[src/rtl/m68k_bus_pkg.sv]
// Shared definitions for the 68000 bus target and its synchronisers.
package m68k_bus_pkg;

  typedef enum logic [2:0] {
    ST_ARM,
    ST_IDLE,
    ST_WAIT,
    ST_ACK,
    ST_HOLD,
    ST_WATCH,
    ST_IGNORE,
    ST_BERRH
  } state_e;

  localparam logic [2:0]  FC_INTACK      = 3'b111;
  localparam int unsigned SYNC_DEPTH     = 2;
  localparam int unsigned CLK_SYNC_DEPTH = 3;

endpackage

[src/rtl/m68k_edge_sync.sv]
// Multi-flop synchroniser for a vector of asynchronous signals, with
// rise/fall pulses derived from the two oldest stages.
module m68k_edge_sync #(
  parameter int unsigned WIDTH = 1,
  parameter int unsigned DEPTH = 2
) (
  input  logic             clk,
  input  logic             rst_n,
  input  logic [WIDTH-1:0] async_i,
  output logic [WIDTH-1:0] sync_o,
  output logic [WIDTH-1:0] rise_o,
  output logic [WIDTH-1:0] fall_o
);

  logic [WIDTH-1:0] s_q [DEPTH];
  logic [WIDTH-1:0] s_d [DEPTH];

  always_comb begin
    s_d[0] = async_i;
    for (int unsigned i = 1; i < DEPTH; i++) begin
      s_d[i] = s_q[i-1];
    end
  end

  // Stages reset low so an active-low strobe held asserted through reset
  // is never mistaken for an idle bus.
  always_ff @(posedge clk or negedge rst_n) begin
    if (!rst_n) begin
      s_q <= '{default: '0};
    end else begin
      s_q <= s_d;
    end
  end

  assign sync_o = s_q[DEPTH-1];
  assign rise_o = ~s_q[DEPTH-1] &  s_q[DEPTH-2];
  assign fall_o =  s_q[DEPTH-1] & ~s_q[DEPTH-2];

endmodule

[src/rtl/m68k_bus_target.sv]
// 68000 bus responder: register-file target inside an address window and
// bus-error watchdog for unanswered cycles outside it.
module m68k_bus_target
  import m68k_bus_pkg::*;
#(
  parameter logic [23:0] BASE_ADDR   = 24'hDE0000,
  parameter logic [23:0] ADDR_MASK   = 24'hFFFFE0,
  parameter int unsigned ADDR_W      = 4,
  parameter int unsigned WAIT_STATES = 0,
  parameter int unsigned TIMEOUT     = 64
) (
  input  logic        PI_CLK,
  input  logic        RESET_n,
  input  logic        M68K_CLK,
  input  logic [23:1] M68K_A,
  input  logic [2:0]  M68K_FC,
  input  logic        M68K_AS_n,
  input  logic        M68K_UDS_n,
  input  logic        M68K_LDS_n,
  input  logic        M68K_RW,
  input  logic [15:0] M68K_D_IN,
  output logic [15:0] M68K_D_OUT,
  output logic        M68K_D_OE,
  input  logic        M68K_DTACK_n_IN,
  input  logic        M68K_VPA_n_IN,
  output logic        DTACK_DRV,
  output logic        BERR_DRV,
  output logic [15:0] HIT_COUNT,
  output logic [7:0]  BERR_COUNT
);

  logic [5:0] strb_s, strb_rise, strb_fall;
  logic       c7m_s, c7m_rise, c7m_fall;
  logic       as_s, uds_s, lds_s, rw_s, dtack_s, vpa_s;

  m68k_edge_sync #(.WIDTH(6), .DEPTH(SYNC_DEPTH)) u_strb_sync (
    .clk    (PI_CLK),
    .rst_n  (RESET_n),
    .async_i({M68K_AS_n, M68K_UDS_n, M68K_LDS_n, M68K_RW,
              M68K_DTACK_n_IN, M68K_VPA_n_IN}),
    .sync_o (strb_s),
    .rise_o (strb_rise),
    .fall_o (strb_fall)
  );

  m68k_edge_sync #(.WIDTH(1), .DEPTH(CLK_SYNC_DEPTH)) u_clk_sync (
    .clk    (PI_CLK),
    .rst_n  (RESET_n),
    .async_i(M68K_CLK),
    .sync_o (c7m_s),
    .rise_o (c7m_rise),
    .fall_o (c7m_fall)
  );

  assign {as_s, uds_s, lds_s, rw_s, dtack_s, vpa_s} = strb_s;

  state_e              state_q, state_d;
  logic [ADDR_W-1:0]   idx_q, idx_d;
  logic                rw_q, rw_d;
  logic [7:0]          wcnt_q, wcnt_d;
  logic [7:0]          tcnt_q, tcnt_d;
  logic [15:0]         dout_q, dout_d;
  logic                doe_q, doe_d;
  logic                dtack_q, dtack_d;
  logic                berr_q, berr_d;
  logic [15:0]         hits_q, hits_d;
  logic [7:0]          berrs_q, berrs_d;
  logic [15:0]         mem_q [2**ADDR_W];
  logic [15:0]         mem_d [2**ADDR_W];

  logic [23:0] byte_addr;
  logic        hit;

  assign byte_addr = {M68K_A, 1'b0};
  assign hit       = (byte_addr & ADDR_MASK) == (BASE_ADDR & ADDR_MASK);

  always_comb begin
    state_d = state_q;
    idx_d   = idx_q;
    rw_d    = rw_q;
    wcnt_d  = wcnt_q;
    tcnt_d  = tcnt_q;
    dout_d  = dout_q;
    doe_d   = doe_q;
    dtack_d = dtack_q;
    berr_d  = berr_q;
    hits_d  = hits_q;
    berrs_d = berrs_q;
    mem_d   = mem_q;

    unique case (state_q)
      ST_ARM: if (as_s) state_d = ST_IDLE;
      ST_IDLE: begin
        if (!as_s) begin
          idx_d = M68K_A[ADDR_W:1];
          rw_d  = rw_s;
          if (hit && M68K_FC != FC_INTACK) begin
            state_d = ST_WAIT;
            wcnt_d  = 8'(WAIT_STATES);
          end else begin
            state_d = ST_WATCH;
            tcnt_d  = '0;
          end
        end
      end
      ST_WAIT: begin
        if (c7m_fall && wcnt_q != '0) wcnt_d = wcnt_q - 8'd1;
        // An aborted cycle (AS released before we answered) is dropped.
        if (as_s) state_d = ST_IDLE;
        else if (wcnt_q == '0 && (rw_q || !uds_s || !lds_s)) state_d = ST_ACK;
      end
      ST_ACK: begin
        if (rw_q) begin
          dout_d = mem_q[idx_q];
          doe_d  = 1'b1;
        end else begin
          if (!uds_s) mem_d[idx_q][15:8] = M68K_D_IN[15:8];
          if (!lds_s) mem_d[idx_q][7:0]  = M68K_D_IN[7:0];
        end
        dtack_d = 1'b1;
        hits_d  = hits_q + 16'd1;
        state_d = ST_HOLD;
      end
      ST_HOLD: begin
        if (as_s) begin
          dtack_d = 1'b0;
          doe_d   = 1'b0;
          dout_d  = '0;
          state_d = ST_IDLE;
        end
      end
      ST_WATCH: begin
        if (c7m_fall) tcnt_d = tcnt_q + 8'd1;
        // A foreign responder wins over a timeout landing in the same cycle.
        if (!dtack_s || !vpa_s) begin
          state_d = ST_IGNORE;
        end else if (as_s) begin
          state_d = ST_IDLE;
        end else if (tcnt_d == 8'(TIMEOUT)) begin
          berr_d  = 1'b1;
          berrs_d = berrs_q + 8'd1;
          state_d = ST_BERRH;
        end
      end
      ST_IGNORE: if (as_s) state_d = ST_IDLE;
      ST_BERRH: begin
        if (as_s) begin
          berr_d  = 1'b0;
          state_d = ST_IDLE;
        end
      end
      default: state_d = ST_ARM;
    endcase
  end

  always_ff @(posedge PI_CLK or negedge RESET_n) begin
    if (!RESET_n) begin
      state_q <= ST_ARM;
      idx_q   <= '0;
      rw_q    <= 1'b0;
      wcnt_q  <= '0;
      tcnt_q  <= '0;
      dout_q  <= '0;
      doe_q   <= 1'b0;
      dtack_q <= 1'b0;
      berr_q  <= 1'b0;
      hits_q  <= '0;
      berrs_q <= '0;
      mem_q   <= '{default: '0};
    end else begin
      state_q <= state_d;
      idx_q   <= idx_d;
      rw_q    <= rw_d;
      wcnt_q  <= wcnt_d;
      tcnt_q  <= tcnt_d;
      dout_q  <= dout_d;
      doe_q   <= doe_d;
      dtack_q <= dtack_d;
      berr_q  <= berr_d;
      hits_q  <= hits_d;
      berrs_q <= berrs_d;
      mem_q   <= mem_d;
    end
  end

  assign M68K_D_OUT = dout_q;
  assign M68K_D_OE  = doe_q;
  assign DTACK_DRV  = dtack_q;
  assign BERR_DRV   = berr_q;
  assign HIT_COUNT  = hits_q;
  assign BERR_COUNT = berrs_q;

endmodule
[config.mk]
export PLATFORM = sky130hd
export DESIGN_NAME = m68k_bus_target
export DESIGN_NICKNAME = d
export VERILOG_FILES = /design/src/rtl/m68k_bus_pkg.sv /design/src/rtl/m68k_edge_sync.sv /design/src/rtl/m68k_bus_target.sv
export SDC_FILE = /design/constraint.sdc
export NUM_CORES = 1
export LEC_CHECK = 0
export BUFFER_PORTS_ARGS = -buffer_cell sky130_fd_sc_hd__buf_2
export CORE_MARGIN = 5
export CORE_UTILIZATION = 50
export DETAILED_ROUTE_END_ITERATION = 12
export GPL_ROUTABILITY_DRIVEN = 0
export HOLD_SLACK_MARGIN = 0.02
export PLACE_DENSITY = 0.68
export SYNTH_ARGS = -nofsm -noshare
export SYNTH_HDL_FRONTEND = slang
export SYNTH_SLANG_ARGS = --single-unit
[constraint.sdc]
create_clock -name PI_CLK -period 5.3 [get_ports PI_CLK]
set_input_delay 0.265 -clock PI_CLK [delete_from_list [all_inputs] [get_ports PI_CLK]]
set_output_delay 0.265 -clock PI_CLK [all_outputs]
set_load 0.05 [all_outputs]
# Yosys cells after proc, flatten, opt, wreduce, memory -nomap -nowiden
# Cells that the tools add are included.
# word_totals
elab_cells	137
in_bits	51
out_inout_bits	43
regBits	338
# op_classes
n_eq_ne	23
n_addsub	4
bitwise	6
n_reduce_logical	28
mux	42
n_lt_le_gt_ge	2
# ops
op	count
$mux W256	4
$bwmux W256	2
$demux W16 S4	2
$mux W16	5
$bmux W16 S4	1
$mux W8	8
$pmux W16 S2	1
$pmux W8 S2	2
$mux W3	8
$eq A19 B19 Y1 const B	1
$add A16 B1 Y16 const B	1
$add A8 B1 Y8 const B	2
$ne A2 B2 Y1 const B	8
$pmux W3 S5	1
$eq A3 B3 Y1 const B	4
$reduce_and A4 Y1	3
$eq A8 B7 Y1 const B	1
$logic_not A8 Y1	1
$reduce_bool A2 Y1	4
$reduce_bool A8 Y1	1
$sub A8 B1 Y8 const B	1
$eq A3 B2 Y1 const B	2
$ne A2 B1 Y1 const B	3
$pmux W1 S2	3
18 further kinds	36

# Longest topological paths before layout
# depth
word_depth	11
ltp_mapped	8

# Cells and area by module
# From an unflattened synthesis, not the netlist that was laid out.
# hier_totals
cells_unflattened	1054
area_unflattened_um2	15462.3
# by_module_without_submodules
module	cells_per_inst	seq_area_each_um2	area_per_inst_um2	instances
m68k_bus_target	1025	8082.8	14966.9	1
m68k_edge_sync (u_strb_sync)	24	300.3	405.4	1
m68k_edge_sync (u_clk_sync)	5	75.1	90.1	1

# Worst setup path before layout
# No wires, ideal clock.
# synth_timing
path_kind	register to register
startpoint	register tcnt_q[0]
endpoint	register berrs_q[1], in the netlist BERR_COUNT[1]
required_ps	5173
path_buffers	0
arrival_ps	1879
setup_slack_ps	3293
stages_incl_launch_ff	6
setup_ps	127
cell_sequence	dfrtp_1 -> ha_1 -> nor3b_1 -> o211ai_1 -> nor4_2 -> mux2_1
# synth_via
elab_chain_cells	5
# synth_rtl
item	line_no	rtl
start, declared	m68k_bus_target.sv:61	logic [7:0] tcnt_q, tcnt_d;
start signal, assigned	m68k_bus_target.sv:175	tcnt_q <= tcnt_d;
$add A8 B1 Y8	m68k_bus_target.sv:133	if (c7m_fall) tcnt_d = tcnt_q + 8'd1;
$mux W8 *	m68k_bus_target.sv:133	
$mux W8 *	m68k_bus_target.sv:91	unique case (state_q)
$eq A8 B7 Y1 *	m68k_bus_target.sv:139	end else if (tcnt_d == 8'(TIMEOUT)) begin
$reduce_and A4 Y1 (no line) *	-	
end signal, assigned	m68k_bus_target.sv:181	berrs_q <= berrs_d;
end, declared	m68k_bus_target.sv:67	logic [7:0] berrs_q, berrs_d;
# Every way passes the cells marked *; elsewhere a longest branch is shown, timed or not. The select of a mux whose other input is x is not followed.
# A chain may end at the register's enable or synchronous reset.

# Worst setup path in the final report
# layout_timing
startpoint	register rw_q
endpoint	register mem_q[70] (netlist name)
# layout_via
elab_chain_cells	2
# layout_rtl
item	line_no	rtl
start, declared	m68k_bus_target.sv:59	logic rw_q, rw_d;
start signal, assigned	m68k_bus_target.sv:173	rw_q <= rw_d;
$not A1 Y1 (no line)	-	
$reduce_and A2 Y1 (no line)	-	
end signal, assigned	m68k_bus_target.sv:182	mem_q <= mem_d;
end, declared	m68k_bus_target.sv:68	logic [15:0] mem_q [2**ADDR_W];
# Every way passes these cells.

==> impl_metrics.toml <==
[floorplanning]
die_area_sq_um = 34150
die_x_um = 184.8
rows = 64
die_y_um = 184.8
num_io_pins = 94
design.core.area_sq_um = 30350
start_util_pct = 50.33

[sta]
maxSlewViolCount = 0
fin_crit_ps = 2846
rsz0062_at_grt = "no"
max_freq_mhz = 351.3
tns_ps = 0
fin_crit_sh_pct = 53.70
setup_violations = 0
finalWorstSetupSlack_ps = 2454
slew_headroom_pct = 24.94
fin_skew_ps = 15.23
worst_pin_slew_ps = 1126
finalHoldViolCount = 0

[critical_path]
r2r_slack_ps = 2450
worst-endpoint-arrival_ps = 3240
start_kind = "register"
path_cells = "nor4_2, nand3_1, nor2_2, mux2_2"
max_stage_delay_ps = 800
end_kind = "register"
worstPathMaxFanout = 20
worstSetupPathType = "reg2reg"
required_ps = 5700
crit_slowest_cell = "dfrtp_1"

[synth]
synth_cell_types = 56
syn_avg_cell_area_sq_um = 15.00
postSynthCellCount = 1018
synth-seq-cells = 338
synth_seq_area_share_pct = 55.37
netlist_area_sq_um = 15270
yosysWarningCount = 0
syn_nets = 1074

[power_and_ir_drop]
leakage_nw = 7.778
power_mw = 8.644
pwr_density_cell_nw_per_um2 = 497.7
ir_worst_vdd_mv = 0.2317

[drt]
drt-initial-drc-count = 643
drc = 0
wirelength_um = 35240
dr.pass1.iters = 5
avgRoutedWirePerCell_um = 22.93
ant_nets = 0
viasPerCell = 6.000
route.vias.total = 9222

[layout]
fin_util_pct = 57.22
fillers = 2393
drive_gt1_share_pct = 45.35
layout_commonest_cell = "dfrtp_1"
register_area_sq_um = 8467
multi_input_area_sq_um = 6521
final_cell_mix = "dfrtp_1, mux2_2, buf_2"
fin_nets = 1172
final_cells = 1537
syn_to_final_growth_pct = 13.70

[clock_tree]
cts_root_buf = "clkbuf_16"
path_clk_slew_ps = 60
cts.htree.levels = 2
cts_buffers = 36
post_cts_buffers = 0
clkLatencyLatePin_ps = 510
cts_tree = "done"
cts.sink_count = 338
cts_resized = 0
clock_path_buffers = 3

[global_routing]
grtUsageTotal_pct = 20.93
grt_pass1_vias = 9571
grt_start_max_net_pins = 125
antenna_found_initial = 2
grt_pass1_wl_um = 56300
overflow = 0

[hold_path]
hold_class = "in2reg"

[place]
dp.cells = 1462
pre_cts_ws_ps = 2466
port_buffers = 93
dp_hpwl_um = 23210

[flow_run]
maxCapViolCount = 0

[run_status]
outcome = "completed"
==> registers in the layout, indices dropped and copies added (netlist names) <==
signal              flops
idx_q                   4
DTACK_DRV               1
state_q                 3
M68K_D_OE               1
wcnt_q                  8
u_strb_sync.sync_o      6
HIT_COUNT              16
BERR_DRV                1
tcnt_q                  8
M68K_D_OUT             16
u_clk_sync.s_d          2
rw_q                    1
u_clk_sync.sync_o       1
BERR_COUNT              8
u_strb_sync.s_d         6
mem_q                 256
==> layer usage <==
layer	wire length, um	GRT usage (%)
met1	15780	30.60
met2	16760	33.48
met3	2161	3.790
met4	545	4.316
met5	0	0
==> repair_timing <==
action                                  in CTS  in global routing
hold endpoints to repair                   131                  0
hold buffers                                12                  0
endpoints found under the setup margin       0                  0
==> synth_stat cells, drive strengths merged <==
library cell	number	share of area [%]
nor2	38	1.1
a32o	16	1.0
clkbuf	37	0.91
a211oi	2	0.098
nor2b	3	0.12
mux2	262	19
nor3b	2	0.13
a222oi	1	0.066
o221ai	1	0.057
ha	5	0.41
mux4	80	12
o21a	2	0.098
xnor2	9	0.52
o211ai	3	0.18
and2b	1	0.049
or3	4	0.16
a311oi	4	0.34
or3b	1	0.057
or2	1	0.041
or4	3	0.15
nand3	10	0.33
nand3b	4	0.22
dfrtp	338	55
o31a	2	0.11
nor4	15	0.74
nand2	45	1.1
o31ai	3	0.15
and3b	1	0.057
o21ai	12	0.39
xor2	14	0.80
a21o	2	0.098
o22ai	1	0.041
nor3	17	0.91
inv	15	0.37
nand4b	1	0.098
nand2b	5	0.20
nand4	10	0.41
o41ai	1	0.057
and2	1	0.041
a31oi	11	0.45
a31o	1	0.057
and3	8	0.33
a21oi	8	0.26
buf	17	0.66
o2bb2ai	1	0.057
==> per-stage QoR <==
stage	hold WS, ps	instance area (sq um)
floorplan	-30.59	15270
global placement	334.2	16080
detailed placement	336.4	16080
CTS	186.6	17360
global route	219.6	17370
finish	217.6	17370
==> cell families (layout without fill, tap and decap cells) <==
| logic type | Yosys count | after routing | synth area share [%] |
|---|---|---|---|
| buf+inv | 69 | 191 | 1.933 |
| flops | 338 | 338 | 55.37 |
| simple gates | 170 | 170 | 6.283 |
| xor+xnor | 23 | 23 | 1.319 |
| other cells | 0 | 1 | 0 |
| fa+ha+maj | 5 | 5 | 0.4096 |
| compound gates | 71 | 71 | 3.571 |
| mux | 342 | 342 | 31.11 |
==> critical path: cells and delay by family, from the launching register on <==
kind | cells | cell delay (ps)
simple gates | 3 | 1510
flops | 1 | 800
mux | 1 | 400
==> worst paths after layout <==
path,from,endpoint,cells after the start
setup / recovery,rw_q,mem_q[70],4
hold / removal,M68K_D_IN[5],mem_q[245],2
setup reg to reg,rw_q,mem_q[70],4
hold reg to reg,u_strb_sync.s_d[4],u_strb_sync.sync_o[4],0
max in group asynchronous,RESET_n,mem_q[62],3
min in group asynchronous,RESET_n,HIT_COUNT[9],2
==> area by class of cell <==
cell class	instances	area share (%)
antenna	1	0.01441
clock buffer	51	6.037
clock inverter	11	0.6484
inverter	15	0.3242
multi-input combinational	611	37.55
sequential	338	48.75
tap	396	2.853
timing repair buffer	114	3.818
==> power breakdown <==
| group | switching, mW | total (mW) | internal, mW |
|---|---|---|---|
| clock | 1.01 | 2.49 | 1.48 |
| combinational | 1.13 | 2.37 | 1.24 |
| sequential | 0.618 | 3.79 | 3.17 |
| total | 2.76 | 8.64 | 5.89 |
(Power assumes the default switching activity.)
